$ cat src/rtl/spi_master_write.sv
// Serialises valid/ready register-write requests into 3-wire SPI frames:
// CS low, ADDR then DATA MSB first, SDATA changing on SCLK fall, DONE as CS returns high.
module spi_master_write #(
    parameter int ADDR_W  = 8,
    parameter int DATA_W  = 8,
    parameter int CLK_DIV = 4,
    parameter int CS_GAP  = 2
) (
    input  logic              CLK,
    input  logic              RST,
    input  logic              VALID,
    output logic              READY,
    input  logic [ADDR_W-1:0] ADDR,
    input  logic [DATA_W-1:0] DATA,
    output logic              BUSY,
    output logic              DONE,
    output logic              CS,
    output logic              SCLK,
    output logic              SDATA
);

    localparam int W     = ADDR_W + DATA_W;
    localparam int CNT_W = (CLK_DIV > 1) ? $clog2(CLK_DIV) : 1;
    localparam int IDX_W = $clog2(W + CS_GAP + 1);

    localparam logic [CNT_W-1:0] CNT_MAX  = CNT_W'(CLK_DIV - 1);
    localparam logic [IDX_W-1:0] BIT_LAST = IDX_W'(W - 1);
    localparam logic [IDX_W-1:0] GAP_LAST = IDX_W'(CS_GAP - 1);

    typedef enum logic [2:0] {
        S_IDLE,
        S_SETUP,
        S_SHIFT,
        S_HOLD,
        S_GAP
    } state_t;

    state_t           state_q, state_d;
    logic [CNT_W-1:0] cnt_q, cnt_d;
    logic [IDX_W-1:0] idx_q, idx_d;
    logic [W-1:0]     shreg_q, shreg_d;
    logic             cs_q, cs_d;
    logic             sclk_q, sclk_d;
    logic             sdata_q, sdata_d;
    logic             ready_q, ready_d;
    logic             busy_q, busy_d;
    logic             done_q, done_d;
    logic             tick;

    assign tick = (cnt_q == '0);

    always_ff @(posedge CLK) begin
        if (RST) begin
            state_q <= S_IDLE;
            cnt_q   <= '0;
            idx_q   <= '0;
            shreg_q <= '0;
            cs_q    <= 1'b1;
            sclk_q  <= 1'b0;
            sdata_q <= 1'b0;
            ready_q <= 1'b1;
            busy_q  <= 1'b0;
            done_q  <= 1'b0;
        end else begin
            state_q <= state_d;
            cnt_q   <= cnt_d;
            idx_q   <= idx_d;
            shreg_q <= shreg_d;
            cs_q    <= cs_d;
            sclk_q  <= sclk_d;
            sdata_q <= sdata_d;
            ready_q <= ready_d;
            busy_q  <= busy_d;
            done_q  <= done_d;
        end
    end

    always_comb begin
        state_d = state_q;
        cnt_d   = cnt_q;
        idx_d   = idx_q;
        shreg_d = shreg_q;
        cs_d    = cs_q;
        sclk_d  = sclk_q;
        sdata_d = sdata_q;
        ready_d = ready_q;
        busy_d  = busy_q;
        done_d  = 1'b0;

        // Half-period timer: reload on expiry, so CLK_DIV=1 ticks every cycle without wrapping.
        if (state_q != S_IDLE) begin
            cnt_d = tick ? CNT_MAX : cnt_q - CNT_W'(1);
        end

        case (state_q)
            S_IDLE: begin
                if (VALID && ready_q) begin
                    state_d = S_SETUP;
                    shreg_d = {ADDR, DATA};
                    sdata_d = ADDR[ADDR_W-1];
                    cs_d    = 1'b0;
                    ready_d = 1'b0;
                    busy_d  = 1'b1;
                    cnt_d   = CNT_MAX;
                    idx_d   = '0;
                end
            end
            S_SETUP: begin
                if (tick) begin
                    state_d = S_SHIFT;
                    sclk_d  = 1'b1;
                end
            end
            S_SHIFT: begin
                if (tick) begin
                    if (sclk_q) begin
                        sclk_d = 1'b0;
                        // Final fall keeps the last bit on SDATA through HOLD.
                        if (idx_q == BIT_LAST) begin
                            state_d = S_HOLD;
                        end else begin
                            shreg_d = {shreg_q[W-2:0], 1'b0};
                            sdata_d = shreg_q[W-2];
                            idx_d   = idx_q + IDX_W'(1);
                        end
                    end else begin
                        sclk_d = 1'b1;
                    end
                end
            end
            S_HOLD: begin
                if (tick) begin
                    state_d = S_GAP;
                    cs_d    = 1'b1;
                    done_d  = 1'b1;
                    idx_d   = '0;
                end
            end
            S_GAP: begin
                if (tick) begin
                    if (idx_q == GAP_LAST) begin
                        state_d = S_IDLE;
                        ready_d = 1'b1;
                        busy_d  = 1'b0;
                    end else begin
                        idx_d = idx_q + IDX_W'(1);
                    end
                end
            end
            default: state_d = S_IDLE;
        endcase
    end

    assign READY = ready_q;
    assign BUSY  = busy_q;
    assign DONE  = done_q;
    assign CS    = cs_q;
    assign SCLK  = sclk_q;
    assign SDATA = sdata_q;

endmodule

$ cat config.mk
export PLATFORM = sky130hd
export DESIGN_NAME = spi_master_write
export DESIGN_NICKNAME = d
export VERILOG_FILES = /design/src/rtl/spi_master_write.sv
export SDC_FILE = /design/constraint.sdc
export NUM_CORES = 1
export LEC_CHECK = 0
export ABC_AREA = 1
export CAP_MARGIN = 30
export CORE_ASPECT_RATIO = 1.2
export CORE_MARGIN = 3
export CORE_UTILIZATION = 30
export CTS_CLUSTER_SIZE = 12
export DETAILED_ROUTE_END_ITERATION = 16
export GPL_TIMING_DRIVEN = 1
export HOLD_SLACK_MARGIN = 0.1
export PLACE_DENSITY_LB_ADDON = 0.2
export SLEW_MARGIN = 0
export SYNTH_ARGS = -nofsm -noshare
export SYNTH_HDL_FRONTEND = slang
export SYNTH_SLANG_ARGS = --single-unit
$ cat constraint.sdc
create_clock -name CLK -period 4.55 [get_ports CLK]
set_input_delay 0.455 -clock CLK [delete_from_list [all_inputs] [get_ports CLK]]
set_output_delay 0.455 -clock CLK [all_outputs]
set_load 0.03 [all_outputs]
# Word level (Yosys, flattened, before mapping)
# Index checks and enable logic that the tools add are counted.
totals:
  out_inout_bits: 6
  mem_count: 0
  wordCells: 90
  mem_bits_ro: 0
  latchBits: 0
  ff_bits: 31
  ramBits: 0
op_classes:
  bitwise_logic: 1
  order_cmp: 0
  n_eq_ne: 16
  reduce_logical: 16
  n_mux: 45
  addsub: 2
  shift: 0
  mul: 0
  div_mod_pow: 0
op_table:
  columns: ["cell", "count"]
  rows:
  - ["$mux W15", 4]
  - ["$mux W5", 7]
  - ["$pmux W15 S2", 1]
  - ["$mux W3", 8]
  - ["$ne A2 B2 Y1 const B", 10]
  - ["$pmux W5 S4", 1]
  - ["$reduce_and A8 Y1", 2]
  - ["$pmux W3 S5", 1]
  - ["$mux W1", 14]
  - ["$pmux W1 S2", 5]
  - ["$mux W2", 4]
  - ["$reduce_bool A2 Y1", 4]
  - ["$eq A3 B2 Y1 const B", 2]
  - ["$reduce_and A3 Y1", 2]
  - ["$add A5 B1 Y5 const B", 1]
  - ["$eq A5 B1 Y1 const B", 1]
  - ["$eq A5 B4 Y1 const B", 1]
  - ["$reduce_and A5 Y1", 1]
  - ["$reduce_and A4 Y1", 1]
  - ["$reduce_bool A4 Y1", 1]
  - ["$eq A3 B1 Y1 const B", 1]
  - ["$eq A3 B3 Y1 const B", 1]
  - ["$logic_not A3 Y1", 1]
  - ["$reduce_bool A3 Y1", 1]
  - ["5 further kinds", 5]

# Longest topological paths before layout
logic_depth:
  depth_word: 5
  ltp_mapped: 12
  depth_no_buf: 11

# Worst setup path after synthesis
# OpenSTA, ideal clock, no wires.
synth_path:
  path_kind: "reg2reg"
  startpoint: "register idx_q[0]"
  endpoint: "register shreg_q[10]"
  arrival_ns: 1.598
  synth_period_minus_slack_ns: 1.711
  path_buffers: 1
  path_stages_with_launch: 13
  path_slack_ns: 2.839
  path_cell_list: "dfxtp_1 ha_1 nand2_1 nor2_1 ha_1 nand3b_1 nand2_2 nand2_4 nor2_8 inv_4 buf_6 nor2_1 nor2_1"
synth_between:
  elab_chain_cells: 3
synth_rtl:
  columns: ["item", "line", "source"]
  rows:
  - ["start: declaration", "40", "logic [IDX_W-1:0] idx_q, idx_d;"]
  - ["start signal: assignment", "67", "idx_q <= idx_d;"]
  - ["$eq A5 B4 Y1", "119", "if (idx_q == BIT_LAST) begin"]
  - ["$ne A2 B2 Y1 (no source line)", null, null]
  - ["$reduce_and A5 Y1 (no source line)", null, null]
  - ["end signal: assignment", "68", "shreg_q <= shreg_d;"]
  - ["end: declaration", "41", "logic [W-1:0] shreg_q, shreg_d;"]
# No other way between the ends.
# A chain may end at the register's enable or synchronous reset.

# Final worst setup path
layout_path:
  startpoint: "register idx_q[0]"
  endpoint: "register shreg_q[0]"
# Same word-level chain as after synthesis.

==> key figures <==
Cells and area
  • Area added between synthesis and finish: 21.8%
  • Layout Utilization: 0.379
  • Fin nets: 304
  • Diode count: 0
  • Share of layout cells above drive strength 1: 0.0638
  • Final cell count without fillers: 344

Critical path
  • Reg-to-Reg Start: idx_q[0]
  • Type of the worst setup path: reg -> reg
  • Critical Path Start: idx_q[0]
  • Worst EP arrival: 2110 ps
  • Worst endpoint required time: 4730 ps
  • Crit Path Max Fanout: 17
  • Critical Path Start Type: flip-flop
  • Worst setup EP type: flip-flop

Detailed routing
  • DR vias: 1585
  • DRT Pass-1 Iters: 4
  • Final WL: about 3600 µm
  • WL/cell: between 10 and 15 µm
  • Drt drc: 0
  • Post-detailed-route count of antenna-violating nets: 0
  • Vias/cell: roughly 4.6
  • DRT iter0 DRCs: about 130

STA
  • Fin crit share: 0.425
  • Setup violators final: 0
  • Final setup margin: 2620 ps
  • Unrepaired setup endpoints after global routing: no
  • Worst-Margin Slew: around 660 ps
  • Setup TNS: 0 ps
  • Hold_ws: 458 ps
  • Slew margin rel.: 0.557
  • Fmax: slightly above 0.5 GHz
  • Count of final hold-check violations: 0
  • Slew Viols, Final: 0
  • Layout Skew: 8.36 ps
  • Min Clock Period, post-route: 1930 ps

Synthesis
  • Primary FF master, synth: dfxtp_1
  • Synthesis warning total: 0
  • Top cells by count, synth: 78 x nand2_1, 54 x nor2_1, 31 x dfxtp_1, 20 x inv_1, 16 x nand3_1
  • Area leader, netlist: dfxtp_1
  • Top cells by area, synth: dfxtp_1 37%, nand2_1 18%, nor2_1 12%, nand3_1 4.8%, inv_1 4.5%
  • Post-synth cell types: 26
  • Post-synth EDFFs: 0
  • Yosys reg bits: 31
  • Cells after synthesis: 259
  • Area share of the largest cell type after synthesis: 0.374
  • Synthesized area: between 1500 and 2000 µm²
  • Synth Area per Inst: 6.41 µm²
  • Most frequent cell after synthesis: nand2_1
  • Post-Syn Nets: 282
  • Register area share after synthesis: 0.374
  • Ys async rst share: 0

Clocking
  • Clock transition at path regs: 70 ps
  • Clock tree root buffer cell: clkbuf_8
  • CTS Sinks: 31
  • # resized after CTS: 0
  • Clock Latency Late Sink: between 200 and 300 ps
  • Clock Path Buffers: 2
  • CTS tree: built
  • Setup Fix Bufs, Post-CTS: 0
  • H-tree depth: 2
  • CTS buffer count: 5
  • Hold bufs inserted after CTS: 0

Floorplan
  • Ports: 25
  • Core ar.: 5330 µm²
  • Die area: 6470 µm²
  • Initial core utilization: 0.311
  • Row Count: 29
  • Die width: 73.9 µm
  • Die H: ~87 µm

Power
  • Sw frac: 0.444
  • VDD IR-drop max: 0.184 mV
  • Part of the power in combinational logic: 0.485
  • P_leak: 0.000952 µW
  • Clock network power share: 0.185
  • Internal power: roughly 720 µW
  • Switching pwr: 571 µW
  • Cell Pwr Density: 637 nW/µm²
  • Register share of total power: 0.330

Global routing
  • GRT overflow: 0
  • Initial antenna violation count: 0
  • First-pass GRT wire length: 6640 µm
  • Number of global-route vias before repair: 1549
  • All-Layer GR Usage: 0.131
  • Largest net degree at the start of global routing: 25

Run status
  • Outcome: complete, no violations

Job
  • Max-cap violations: 0

Placed design
  • Port Buffer Count: 24
  • DP Cell Count: 336
  • Detail Placement HPWL: roughly 2600 µm
  • Setup WS pre-CTS: 2560 ps
  • Gp weighted congestion: approximately 0.80

Hold path
  • Hold Crit Class: reg -> reg
  • HP Start: BUSY
-- flip-flops by register name, summed over array words and instances (netlist names) --
name     cells
CS           1
BUSY         1
DONE         1
READY        1
state_q      3
idx_q        5
shreg_q     15
SCLK         1
SDATA        1
cnt_q        2
-- per-layer routing --
| layer | vias up | track usage | share of wire |
|---|---|---|---|
| met5 | - | 0 | 0 |
| met3 | 5 | 0.0370 | 0.041 |
| met1 | 699 | 0.149 | 0.47 |
| met2 | 33 | 0.227 | 0.47 |
| met4 | 0 | 0.0544 | 0.014 |
| li1 | 848 | - | - |
-- per-stage QoR --
step | total power, µW | cell area [µm²]
after detailed placement | 1060 | 1920
after global routing | 1430 | 2020
after floorplan | 932 | 1660
after CTS | 1310 | 2020
final | 1290 | 2020
after global placement | 1060 | 1920
-- power by group through the flow --
| stage | Sequential (µW) | Combinational [µW] | Clock [µW] |
|---|---|---|---|
| 2_1_floorplan | 453 | 479 | 0 |
| 3_3_place_gp | 431 | 631 | 0 |
| 3_5_place_dp | 429 | 631 | 0 |
| 4_1_cts | 425 | 634 | 247 |
| 5_1_grt | 438 | 732 | 260 |
| 6_report | 426 | 625 | 238 |
-- final cells by class --
cell class,instances,area [µm²]
inverter,23,88.8
multi-input combinational,196,895
sequential,31,621
tap,62,77.6
clock buffer,8,100
timing repair buffer,24,240
fill,586,3310
-- layout by cell type, fill, tap and decap left out --
cell type        synthesis  layout
dfxtp_1                 31      31
nor2_1                  54      54
nand3b_1                 1       1
clkbuf_8                 0       7
nand4_1                  1       1
nand2_2                  2       2
nor2_4                   1       1
nand2_4                  1       1
inv_4                    1       1
clkbuf_1                 3       1
inv_1                   20      20
nand3_1                 16      16
a21oi_1                 10      10
o21ai_0                 11      11
nand3_2                  1       1
a221oi_1                 1       1
xnor2_1                  1       1
nor2_8                   1       1
nor3_1                   1       1
nand2_1                 78      78
inv_2                    2       2
o21ai_1                 10      10
ha_1                     4       4
clkdlybuf4s50_1          0      24
nor2_2                   2       2
-- logic make-up (layout without fill, tap and decap cells) --
kind of cell / Yosys count / in the layout / share of synthesized area
compound gates: 32 / 32 / 0.0987
buf+inv: 32 / 55 / 0.0874
fa+ha+maj: 4 / 4 / 0.0301
xor+xnor: 1 / 1 / 0.00528
simple gates: 159 / 159 / 0.405
flops: 31 / 31 / 0.374
-- critical path, stage by stage, from the launching register on --
cell and delay, ps:
dfxtp_1 360, ha_1 250, nand2_1 70, nor2_1 40, ha_1 200, nand3b_1 170
nand2_2 100, nand2_4 70, nor2_8 240, inv_4 140, a21oi_1 130, nor2_1 50
-- final timing paths --
| check | endpoint | slack (ps) | depth (start not counted) |
|---|---|---|---|
| worst min-delay path | BUSY | 460 | 2 |
| worst max register to register | shreg_q[0] | 2620 | 11 |
| worst min register to register | BUSY | 460 | 2 |
| worst max-delay path | shreg_q[0] | 2620 | 11 |
No activity file was read; power rests on OpenSTA's default activity.
